[src/rtl/ldpc_ber_pkg.sv]
// rtl/ldpc_ber_pkg.sv - shared widths and helpers for the LDPC bit-error-rate counter
package ldpc_ber_pkg;

    localparam int DEF_DATA_WIDTH = 128;
    localparam int DEF_CNT_WIDTH  = 48;
    localparam int DEF_BLK_WIDTH  = 16;

    function automatic int popcnt_width(input int data_width);
        return $clog2(data_width + 1);
    endfunction

endpackage

[src/rtl/ldpc_ber_popcount.sv]
// rtl/ldpc_ber_popcount.sv - registered byte-popcount adder tree (pipeline stage 2)
module ldpc_ber_popcount
    import ldpc_ber_pkg::*;
#(
    parameter int DATA_WIDTH = DEF_DATA_WIDTH
) (
    input  logic                                clk,
    input  logic                                flush,
    input  logic                                in_valid,
    input  logic                                in_last,
    input  logic [DATA_WIDTH-1:0]               in_err,
    output logic                                out_valid,
    output logic                                out_last,
    output logic [popcnt_width(DATA_WIDTH)-1:0] out_count
);

    localparam int PW = popcnt_width(DATA_WIDTH);
    localparam int NB = DATA_WIDTH / 8;

    function automatic logic [3:0] byte_pop(input logic [7:0] b);
        logic [3:0] c;
        c = '0;
        for (int i = 0; i < 8; i++) begin
            c = c + {3'b000, b[i]};
        end
        return c;
    endfunction

    logic [PW-1:0] sum;

    always_comb begin
        sum = '0;
        for (int b = 0; b < NB; b++) begin
            sum = sum + PW'(byte_pop(in_err[b*8 +: 8]));
        end
    end

    always_ff @(posedge clk) begin
        if (flush) begin
            out_valid <= 1'b0;
            out_last  <= 1'b0;
            out_count <= '0;
        end else begin
            out_valid <= in_valid;
            out_last  <= in_last;
            out_count <= sum;
        end
    end

endmodule

[src/rtl/ldpc_ber_counter_mp.sv]
// rtl/ldpc_ber_counter_mp.sv - three-stage bit/block error counter with snapshot outputs
module ldpc_ber_counter_mp
    import ldpc_ber_pkg::*;
#(
    parameter int DATA_WIDTH = DEF_DATA_WIDTH,
    parameter int CNT_WIDTH  = DEF_CNT_WIDTH,
    parameter int BLK_WIDTH  = DEF_BLK_WIDTH
) (
    input  logic                  clk,
    input  logic                  reset,
    input  logic                  clear,
    input  logic                  snapshot,
    input  logic [DATA_WIDTH-1:0] expected,
    input  logic [DATA_WIDTH-1:0] last_mask,
    input  logic [DATA_WIDTH-1:0] s_axis_dout_tdata,
    input  logic                  s_axis_dout_tvalid,
    output logic                  s_axis_dout_tready,
    input  logic                  s_axis_dout_tlast,
    output logic [CNT_WIDTH-1:0]  bit_errors,
    output logic [CNT_WIDTH-1:0]  block_errors,
    output logic [CNT_WIDTH-1:0]  blocks,
    output logic [BLK_WIDTH-1:0]  max_block_errors,
    output logic                  snap_valid,
    output logic                  saturated,
    output logic                  busy
);

    localparam int PW = popcnt_width(DATA_WIDTH);
    // Extra headroom so a narrow counter can still detect overflow from a wide beat count.
    localparam int BW = ((CNT_WIDTH > PW) ? CNT_WIDTH : PW) + 1;
    localparam int AW = ((BLK_WIDTH > PW) ? BLK_WIDTH : PW) + 1;
    localparam logic [CNT_WIDTH-1:0] CNT_MAX = '1;
    localparam logic [BLK_WIDTH-1:0] BLK_MAX = '1;

    logic                  flush;
    logic                  accept;
    logic                  s1_valid;
    logic                  s1_last;
    logic [DATA_WIDTH-1:0] s1_err;
    logic                  s2_valid;
    logic                  s2_last;
    logic [PW-1:0]         s2_count;

    logic [CNT_WIDTH-1:0]  bit_live;
    logic [CNT_WIDTH-1:0]  blkerr_live;
    logic [CNT_WIDTH-1:0]  blocks_live;
    logic [BLK_WIDTH-1:0]  max_live;
    logic [BLK_WIDTH-1:0]  acc;

    logic [BW-1:0]         bit_wide;
    logic [AW-1:0]         total_wide;
    logic [CNT_WIDTH-1:0]  bit_next;
    logic [CNT_WIDTH-1:0]  blocks_next;
    logic [CNT_WIDTH-1:0]  blkerr_next;
    logic [BLK_WIDTH-1:0]  total;
    logic [BLK_WIDTH-1:0]  max_next;
    logic                  sat_hit;

    assign flush              = reset | clear;
    assign s_axis_dout_tready = ~flush;
    assign accept             = s_axis_dout_tvalid & s_axis_dout_tready;
    assign busy               = s1_valid | s2_valid;

    always_ff @(posedge clk) begin
        if (flush) begin
            s1_valid <= 1'b0;
            s1_last  <= 1'b0;
            s1_err   <= '0;
        end else begin
            s1_valid <= accept;
            if (accept) begin
                s1_last <= s_axis_dout_tlast;
                s1_err  <= (s_axis_dout_tdata ^ expected)
                           & (s_axis_dout_tlast ? last_mask : {DATA_WIDTH{1'b1}});
            end
        end
    end

    ldpc_ber_popcount #(
        .DATA_WIDTH (DATA_WIDTH)
    ) u_popcount (
        .clk       (clk),
        .flush     (flush),
        .in_valid  (s1_valid),
        .in_last   (s1_last),
        .in_err    (s1_err),
        .out_valid (s2_valid),
        .out_last  (s2_last),
        .out_count (s2_count)
    );

    always_comb begin
        bit_wide    = BW'(bit_live) + BW'(s2_count);
        bit_next    = (bit_wide > BW'(CNT_MAX)) ? CNT_MAX : bit_wide[CNT_WIDTH-1:0];
        total_wide  = AW'(acc) + AW'(s2_count);
        total       = (total_wide > AW'(BLK_MAX)) ? BLK_MAX : total_wide[BLK_WIDTH-1:0];
        blocks_next = (blocks_live == CNT_MAX) ? blocks_live : blocks_live + CNT_WIDTH'(1);
        blkerr_next = (blkerr_live == CNT_MAX || total == '0) ? blkerr_live
                                                              : blkerr_live + CNT_WIDTH'(1);
        max_next    = (total > max_live) ? total : max_live;
        sat_hit     = s2_valid && ((bit_next == CNT_MAX) ||
                      (s2_last && (blocks_next == CNT_MAX || blkerr_next == CNT_MAX)));
    end

    always_ff @(posedge clk) begin
        if (flush) begin
            bit_live    <= '0;
            blkerr_live <= '0;
            blocks_live <= '0;
            max_live    <= '0;
            acc         <= '0;
            saturated   <= 1'b0;
        end else begin
            if (s2_valid) begin
                bit_live <= bit_next;
                if (s2_last) begin
                    blocks_live <= blocks_next;
                    blkerr_live <= blkerr_next;
                    max_live    <= max_next;
                    acc         <= '0;
                end else begin
                    acc <= total;
                end
            end
            if (sat_hit) begin
                saturated <= 1'b1;
            end
        end
    end

    // Snapshot copies the registered live values, so a same-edge update or clear is excluded.
    always_ff @(posedge clk) begin
        if (reset) begin
            bit_errors       <= '0;
            block_errors     <= '0;
            blocks           <= '0;
            max_block_errors <= '0;
            snap_valid       <= 1'b0;
        end else begin
            snap_valid <= snapshot;
            if (snapshot) begin
                bit_errors       <= bit_live;
                block_errors     <= blkerr_live;
                blocks           <= blocks_live;
                max_block_errors <= max_live;
            end
        end
    end

endmodule

[config.mk]
export PLATFORM = sky130hd
export DESIGN_NAME = ldpc_ber_counter_mp
export DESIGN_NICKNAME = d
export VERILOG_FILES = /design/src/rtl/ldpc_ber_pkg.sv /design/src/rtl/ldpc_ber_popcount.sv /design/src/rtl/ldpc_ber_counter_mp.sv
export SDC_FILE = /design/constraint.sdc
export NUM_CORES = 1
export LEC_CHECK = 0
export BUFFER_PORTS_ARGS = -buffer_cell sky130_fd_sc_hd__buf_2
export CAP_MARGIN = 30
export CORE_MARGIN = 2
export CORE_UTILIZATION = 58
export CTS_BUF_LIST = sky130_fd_sc_hd__clkbuf_4
export DETAILED_ROUTE_END_ITERATION = 6
export PLACE_DENSITY = 0.85
export SLEW_MARGIN = 20
export SYNTH_ARGS = -nofsm -noshare
export SYNTH_HDL_FRONTEND = slang
export SYNTH_SLANG_ARGS = --single-unit
[constraint.sdc]
create_clock -name clk -period 8.55 [get_ports clk]
set_input_delay 1.2825 -clock clk [delete_from_list [all_inputs] [get_ports clk]]
set_output_delay 1.2825 -clock clk [all_outputs]
set_load 0.05 [all_outputs]
# After elaboration in Yosys (flattened, before gate mapping)
# Index checks and enable logic that the tools add are counted.
[totals]
out_inout_bits = 164
ff_bits = 478
mem_bits_ro = 0
in_bits = 390
latch_bits = 0
n_memories = 0
ramBits = 0
elab_cells = 176
[op_classes]
add_sub_neg = 131
n_lt_le_gt_ge = 3
shift = 0
div = 0
n_bitwise = 6
mux = 6
mul = 0
reduce_logical = 8
n_eq_ne = 5
[op_table]
columns = ["operator", "count"]
rows = [
  ["$add 4x1->4", 96],
  ["$eq 48x48->1 const B", 5],
  ["$mux 48", 3],
  ["$and 128x128->128", 1],
  ["$mux 128", 1],
  ["$xor 128x128->128", 1],
  ["$add 8x4->8", 14],
  ["$add 48x1->48 const B", 2],
  ["$add 48x8->49", 1],
  ["$gt 49x48->1 const B", 1],
  ["$add 1x1->2", 16],
  ["$mux 16", 2],
  ["$add 16x8->17", 1],
  ["$gt 17x16->1 const B", 1],
  ["$gt 16x16->1", 1],
  ["$logic_not 16->1", 1],
  ["$add 4x4->5", 1],
  ["$logic_or 1x1->1", 3],
  ["$reduce_and 3->1", 1],
  ["$logic_and 1x1->1", 2],
  ["$or 1x1->1", 2],
  ["$reduce_and 2->1", 1],
  ["$and 1x1->1", 1],
  ["$not 1->1", 1],
]

# Logic depth before layout (Yosys ltp)
# Gate-level depths: netlist (run 1).
[logic_depth]
ltp_word = 22
mapped_depth = 27
ltp_nobuf = 27

# Cells and area by module
# A second synthesis (run 1) with hierarchy kept.
[unflattened]
hier_cells = 3024
area_unflattened_um2 = 26477.9
[by_module_without_submodules]
columns = ["module", "cells_each", "seq_area_each_um2", "n_inst", "area_each_um2"]
rows = [
  ["ldpc_ber_counter_mp", 2667, 9369.0, 1, 22770.6],
  ["ldpc_ber_popcount", 357, 200.2, 1, 3707.3],
]

# Worst setup path after synthesis (run 1)
# Ideal clock, no wire load.
[synth_path]
path_type = "register -> register"
start = "register s1_err[8]"
end = "register u_popcount.out_count[7]"
setup_slack_ns = 0.997
path_buffers = 0
t_arrival_ns = 7.425
setup_time_ns = 0.128
required_time_ns = 8.422
stages_incl_launch_ff = 26
period_less_slack_ns = 7.553
cell_sequence = "dfxtp_1 ha_1 inv_1 fa_1 fa_1 fa_1 fa_1 inv_1 ha_1 a21o_1 a21oi_1 xor2_1 fa_1 fa_1 fa_1 fa_1 fa_1 fa_1 inv_1 ha_1 a21o_1 a21oi_1 o21bai_1 a21oi_1 xor2_1 nor2_1"
[synth_via]
elab_chain_cells = 22
[synth_rtl]
columns = ["element", "line_no", "rtl"]
rows = [
  ["start, declared", "ldpc_ber_counter_mp.sv:39", "logic [DATA_WIDTH-1:0] s1_err;"],
  ["start signal, assigned", "ldpc_ber_counter_mp.sv:73", "s1_err <= (s_axis_dout_tdata ^ expected)"],
  ["$add 1x1->2", "ldpc_ber_popcount.sv:24", "c = c + {3'b000, b[i]};"],
  ["$add 4x1->4 (6 in series)", "ldpc_ber_popcount.sv:24", ""],
  ["$add 4x4->5", "ldpc_ber_popcount.sv:34", "sum = sum + PW'(byte_pop(in_err[b*8 +: 8]));"],
  ["$add 8x4->8 (14 in series)", "ldpc_ber_popcount.sv:34", ""],
  ["end signal, assigned", "ldpc_ber_popcount.sv:46", "out_count <= sum;"],
  ["end, declared", "ldpc_ber_popcount.sv:14", "output logic [popcnt_width(DATA_WIDTH)-1:0] out_count"],
]
# No other way between the ends.
# A chain may end at the register's enable or synchronous reset.

# Worst setup path in the final report (run 1)
# Same ends and word-level chain as after synthesis.

==> results of run 1 <==
-- worst max-delay path: stages, from the launching register on --
cell	delay, ps
dfxtp_1	320
ha_1	280
inv_1	50
fa_1	500
fa_1	430
fa_1	420
fa_1	550
inv_1	60
ha_1	280
a21o_1	180
a21oi_1	170
xor2_1	220
fa_1	450
fa_1	520
fa_1	510
fa_1	510
fa_1	510
fa_1	550
inv_1	70
ha_1	290
a21o_1	150
a21oi_1	230
o21bai_1	90
a21oi_1	170
xor2_1	150
nor2_1	50
-- area by class of cell --
type	instances	area share (%)
repair buffers	572	9.135
clock buffers	190	4.350
flip-flops and latches	478	29.19
well taps	615	2.347
clock inverters	33	0.8777
diodes	30	0.2290
multi-input cells	2342	50.99
inverters	251	2.881
-- power by group --
group	switching, mW	leakage (nW)	internal [mW]
logic	0.692	9.31	0.522
registers	0.0212	3.86	2.26
clock network	0.969	1.01	1.20
total	1.68	14.2	3.98
-- routing by layer --
metal / GRT usage, % / vias up / wire, µm
met5: 0 / - / 42
met4: 18.45 / 6 / 3950
met3: 7.621 / 210 / 7367
met2: 54.32 / 1240 / 39820
met1: 44.32 / 12333 / 35560
li1: - / 12489 / -
-- cell families (layout without fill, tap and decap cells) --
logic type | after synthesis | in the layout | synth area share, %
AO/OA/AOI/OAI | 607 | 607 | 13.35
XOR/XNOR | 150 | 150 | 4.696
adder cells (fa/ha/maj) | 218 | 218 | 12.86
buffers and inverters | 445 | 1046 | 6.087
flip-flops | 478 | 478 | 34.21
multiplexers | 299 | 299 | 10.71
other | 0 | 30 | 0
AND/OR/NAND/NOR | 1068 | 1068 | 18.08
-- cells in the final DEF (no fill, tap or decap), types with 5 or more instances in the layout --
cell type,Yosys,layout
and3_1,37,37
fa_1,116,116
buf_2,14,550
nor2_1,511,511
or2_2,8,7
nand4b_1,7,7
xnor2_1,75,75
or4_1,12,12
nand2_1,129,129
nor3_1,47,47
xor2_1,75,75
nand4_1,59,59
o31ai_1,5,5
inv_1,251,250
nor3b_1,6,6
and2_1,23,23
diode_2,0,30
dfxtp_1,478,477
nor2b_1,36,35
o21ai_0,80,80
nand2b_1,9,9
a211oi_1,14,14
a311oi_1,31,31
clkinv_1,0,23
a21o_1,16,16
buf_4,0,16
a21oi_1,231,231
nor4_1,29,28
and4_1,17,17
clkbuf_4,0,190
a31oi_1,20,20
o22ai_1,133,133
ha_1,102,102
or3_1,29,29
bufinv_16,0,6
mux2i_1,298,298
nand3_1,92,92
o21a_1,13,13
-- sequential cells by signal, summed over array words and instances (netlist names), 8 cells and up --
signal                count
blocks_live              48
bit_errors               48
max_block_errors         16
block_errors             48
s1_err                  128
acc                      16
bit_live                 48
max_live                 16
blocks                   48
u_popcount.out_count      8
blkerr_live              48
-- worst max path at each step --
| stage | cells past startpoint | to | from |
|---|---|---|---|
| 5_1_grt | 25 | u_popcount.out_count[7]$_SDFF_PN0_ | s1_err[8]$_SDFFE_PN0P_ |
| 4_1_cts | 25 | u_popcount.out_count[7]$_SDFF_PN0_ | s1_err[8]$_SDFFE_PN0P_ |
| 2_1_floorplan | 25 | u_popcount.out_count[7]$_SDFF_PN0_ | s1_err[8]$_SDFFE_PN0P_ |
| 3_5_place_dp | 25 | u_popcount.out_count[7]$_SDFF_PN0_ | s1_err[8]$_SDFFE_PN0P_ |
| 3_3_place_gp | 25 | u_popcount.out_count[7]$_SDFF_PN0_ | s1_err[8]$_SDFFE_PN0P_ |
| 6_report | 25 | u_popcount.out_count[7]$_SDFF_PN0_ | s1_err[8]$_SDFFE_PN0P_ |
==> flow_summary_export.csv, run 1 <==
group,metric,value,unit
outcome,status,"complete, no violations",
synthesis,avgSynthCellArea,8.568,µm²
synthesis,synth_top_area_share,34.21,%
clock_network,clk_pin_slew,70,ps
timing,finalMaxSlewViolations,0,
route,first_pass_iters,6,
synthesis,yosysWarnings,0,
power,vdd_drop_max,0.1476,mV
synthesis,synthArstFlopShare,0,%
floorplan,initial_core_util,58.71,%
route,wl,86750,µm
critical_path,reg2reg_depth,25,
layout,final_util,68.82,%
placed_design,pre_cts_ws,693.8,ps
hold_path,whs_path_depth,1,
synthesis,synth_seq_cells,478,
route,wl_per_cell,19.23,µm
clock_network,clk_latency,960,ps
placed_design,place_area,30930,µm²
timing,setup-tns-final,0,ps
route,via_count,26278,
synthesis,synthTopCellsByArea,"dfxtp_1 34%, mux2i_1 11%, fa_1 8.3%, nor2_1 6.9%, ha_1 4.6%",
synthesis,ys.flop_type,"dfxtp_1",
power,power_leakage,14.19,nW
critical_path,startpoint_type,"flop",
synthesis,syn_inst,3265,
critical_path,worstSetupEndpointType,"flop",
floorplan,fp-row-count,80,
global_routing,grt.total_usage,34.46,%
global_routing,grt_pass1_wl,135300,µm
hold_path,min-delay-path-class,"flop to flop",
layout,n_fill_cell,3924,
timing,hold_ws,454.7,ps
placed_design,dp_hpwl,66330,µm
clock_network,htree_levels,4,
synthesis,synth_nets,3873,
route,via_per_inst,5.825,
critical_path,arrival,8660,ps
synthesis,ys_seq_area_share,34.21,%
timing,setup_slack,670.9,ps
layout,syn_to_final_growth,17.21,%
floorplan,ios,554,
global_routing,antenna_found_initial,38,
job,drv_cap,0,
floorplan,die_h,223.6,µm
timing,fmax,126.9,MHz
global_routing,grt_max_degree,103,
clock_network,clockBufferDepth,3,
critical_path,critPathRequiredTime,9330,ps
power,fin_total_pwr,5.658,mW
route,ant_nets,0,
route,drc_errors,0,
synthesis,synth_edf_count,0,
critical_path,critPathKind,"flop to flop",
synthesis,synth_most_common_cell,"nor2_1",
synthesis,synth_top_area_cell,"dfxtp_1",
clock_network,post_cts_buffers,0,
clock_network,cts-resized-gates,0,
critical_path,r2r_start,"s1_err[8]$_SDFFE_PN0P_",
layout,seqCellArea,9570,µm²
timing,hold_viol,0,
timing,setup_violations,0,
synthesis,synth_common_cells,"511 x nor2_1, 478 x dfxtp_1, 298 x mux2i_1, 251 x inv_1, 231 x a21oi_1",
synthesis,syn_area,27970,µm²
global_routing,grt_pass1_vias,25099,
critical_path,reg2reg_to,"u_popcount.out_count[7]$_SDFF_PN0_",
timing,rsz0062_at_grt,"no",
critical_path,reg2reg_setup_slack,670,ps
timing,maxSlewHeadroom,24.28,%
clock_network,numCtsBuffers,131,
clock_network,clock-root-buffer,"clkbuf_4",
global_routing,gr-total-overflow,0,
clock_network,holdBufCountCts,0,
timing,timing_worst_slew_pin_value,1125,ps
layout,fin_area,32790,µm²
floorplan,die_area,50000,µm²
layout,multi_input_area,16720,µm²
synthesis,synth_cell_types,82,
placed_design,gp_congestion,1.018,
critical_path,cp_max_fo,2,
placed_design,port_buffers,553,
timing,period_needed,7879,ps
power,powerDensity,172.5,nW/µm²
hold_path,hold_start,"s1_valid$_SDFF_PN0_",
hold_path,whs_endpoint,"u_popcount.out_valid$_SDFF_PN0_",
floorplan,die_w,223.6,µm
clock_network,clock-sinks,478,
timing,finalCritPeriodShare,92.15,%
timing,fin_skew,52.08,ps
route,drtIter0Drc,2524,
layout,fin_cells,4511,
layout,drive_above_1_share,20.77,%
floorplan,core,47650,µm²
placed_design,placedCellCount,4255,
layout,final_nets,4384,
clock_network,cts_tree,"yes",
Note: power is estimated with default switching activity, not from simulation.
==> run 2, diff against run 1 <==
--- a/config.mk
+++ b/config.mk
@@ -6,7 +6,6 @@
 export NUM_CORES = 1
 export LEC_CHECK = 0
 export BUFFER_PORTS_ARGS = -buffer_cell sky130_fd_sc_hd__buf_2
-export CAP_MARGIN = 30
 export CORE_MARGIN = 2
 export CORE_UTILIZATION = 58
 export CTS_BUF_LIST = sky130_fd_sc_hd__clkbuf_4
==> constraint.sdc (replaced) <==
create_clock -name clk -period 9 [get_ports clk]
set_input_delay 1.35 -clock clk [delete_from_list [all_inputs] [get_ports clk]]
set_output_delay 1.35 -clock clk [all_outputs]
set_load 0.05 [all_outputs]
==> run 2 against run 1 <==
Effect of this change: sequential share of layout area grew 0.14 points; maximum frequency down 2.0%; largest cell class unchanged; final cell count fell by 0.20%.
==> flow_summary_export.csv, run 2 (synthesis gave the netlist of run 1 again) <==
group,metric,value,unit
route,highest_layer,"met5",
global_routing,gr-total-overflow,0,
route,wl_met3,7303,µm
global_routing,grt_max_degree,103,
hold_path,min-delay-path-class,"flop to flop",
layout,syn_to_final_growth,16.64,%
placed_design,pre_cts_ws,1035,ps
power,vdd_drop_max,0.1838,mV
critical_path,cpPeakStageDelay,570,ps
layout,n_fill_cell,3935,
power,power_leakage,14.10,nW
timing,finalCritPeriodShare,89.30,%
critical_path,cp_max_fo,2,
floorplan,die_area,50000,µm²
clock_network,clk_latency,1010,ps
timing,fin_skew,81.83,ps
floorplan,ios,554,
clock_network,htree_levels,4,
timing,rsz0062_at_grt,"no",
timing,hold_viol,0,
timing,period_needed,8037,ps
timing,finalMaxSlewViolations,0,
floorplan,die_w,223.6,µm
clock_network,clk_pin_slew,70,ps
route,ant_nets,0,
critical_path,crit_family,"adder cells",
clock_network,cts_tree,"yes",
layout,fin_cells,4502,
floorplan,initial_core_util,58.71,%
route,drt-met1-wl,35530,µm
route,via_count,26147,
layout,top_register,"s1_err",
route,drc_errors,0,
global_routing,antenna_found_initial,39,
placed_design,port_buffers,553,
critical_path,crit_slowest_cell,"fa_1",
critical_path,crit_top_cell,"fa_1",
timing,setup_violations,0,
timing,setup-tns-final,0,ps
placed_design,dp_hpwl,66380,µm
critical_path,worstSetupEndpointType,"flop",
route,drtIter0Drc,2353,
floorplan,die_h,223.6,µm
outcome,status,"complete, no violations",
clock_network,clock-root-buffer,"clkbuf_4",
clock_network,clockBufferDepth,3,
timing,maxSlewHeadroom,28.09,%
layout,drive_above_1_share,20.59,%
layout,final_common_cell,"buf_2",
clock_network,holdBufCountCts,0,
route,wl_met2,40050,µm
clock_network,cts-resized-gates,0,
clock_network,numCtsBuffers,130,
floorplan,fp-row-count,80,
layout,multi_input_area,16720,µm²
critical_path,crit_buf_inv,3,
critical_path,critPathRequiredTime,9800,ps
clock_network,post_cts_buffers,0,
route,via_per_inst,5.808,
route,first_pass_iters,6,
clock_network,clock-sinks,478,
global_routing,grt_pass1_vias,24927,
critical_path,startpoint_type,"flop",
placed_design,placedCellCount,4255,
critical_path,critPathKind,"flop to flop",
route,wl,86810,µm
floorplan,core,47650,µm²
global_routing,grt_pass1_wl,134800,µm
timing,timing_worst_slew_pin_value,1069,ps
placed_design,gp_congestion,1.023,
placed_design,place_area,30910,µm²
job,drv_cap,0,
layout,fin_area,32630,µm²
critical_path,arrival,8840,ps
layout,layout_common_cells,"550 x buf_2, 511 x nor2_1, 477 x dfxtp_1",
global_routing,grt.total_usage,34.42,%
route,wl_per_cell,19.28,µm
timing,fmax,124.4,MHz
layout,largest_reg_flops,128,
timing,setup_slack,963.3,ps
layout,final_nets,4380,
layout,seqCellArea,9570,µm²
power,powerDensity,161.9,nW/µm²
layout,final_util,68.48,%
-- run 2: changes by cell type in the layout (fill, tap and decap cells not counted), moves of 2 or more --
cell        before  now
buf_16           3    0
clkinvlp_4       0    3
clkinv_4         0    2
clkbuf_4       190  177
clkinv_1        23   26
diode_2         30   26
clkinv_2         1    3
inv_2            2    4
-- run 2: layout make-up --
class                   count  share of cell area, %
multi-input cells        2342                  51.24
flip-flops and latches    478                  29.33
clock buffers             177                  4.072
repair buffers            569                  8.904
inverters                 251                  2.895
diodes                     26                 0.1994
well taps                 615                  2.358
clock inverters            44                  1.001
-- run 2: path summary, 6_finish.rpt --
path                     startpoint                                  to  slack [ps]  cells after the start
max          s1_err[8]$_SDFFE_PN0P_  u_popcount.out_count[7]$_SDFF_PN0_         960                     25
min             s1_valid$_SDFF_PN0_     u_popcount.out_valid$_SDFF_PN0_         460                      1
max reg2reg  s1_err[8]$_SDFFE_PN0P_  u_popcount.out_count[7]$_SDFF_PN0_         960                     25
min reg2reg     s1_valid$_SDFF_PN0_     u_popcount.out_valid$_SDFF_PN0_         460                      1
-- run 2: layer usage --
metal	up-vias	GRT usage, %
met1	12275	44.64
li1	12461	-
met2	1198	55.04
met5	-	0
met4	10	16.69
met3	203	7.044
-- run 2: metrics by stage --
stage                     power, mW  hold slack [ps]
after global routing          5.627            478.1
after CTS                     5.336            467.2
after floorplan               2.999            420.9
final                         5.284            462.8
after global placement        3.311            437.5
after detailed placement      3.351            450.1
-- run 2: power by group --
part | switching [mW] | internal [mW] | leakage, nW | total (mW)
Combinational | 0.646 | 0.491 | 9.27 | 1.14
Sequential | 0.0191 | 2.14 | 3.86 | 2.16
Clock | 0.925 | 1.06 | 0.968 | 1.98
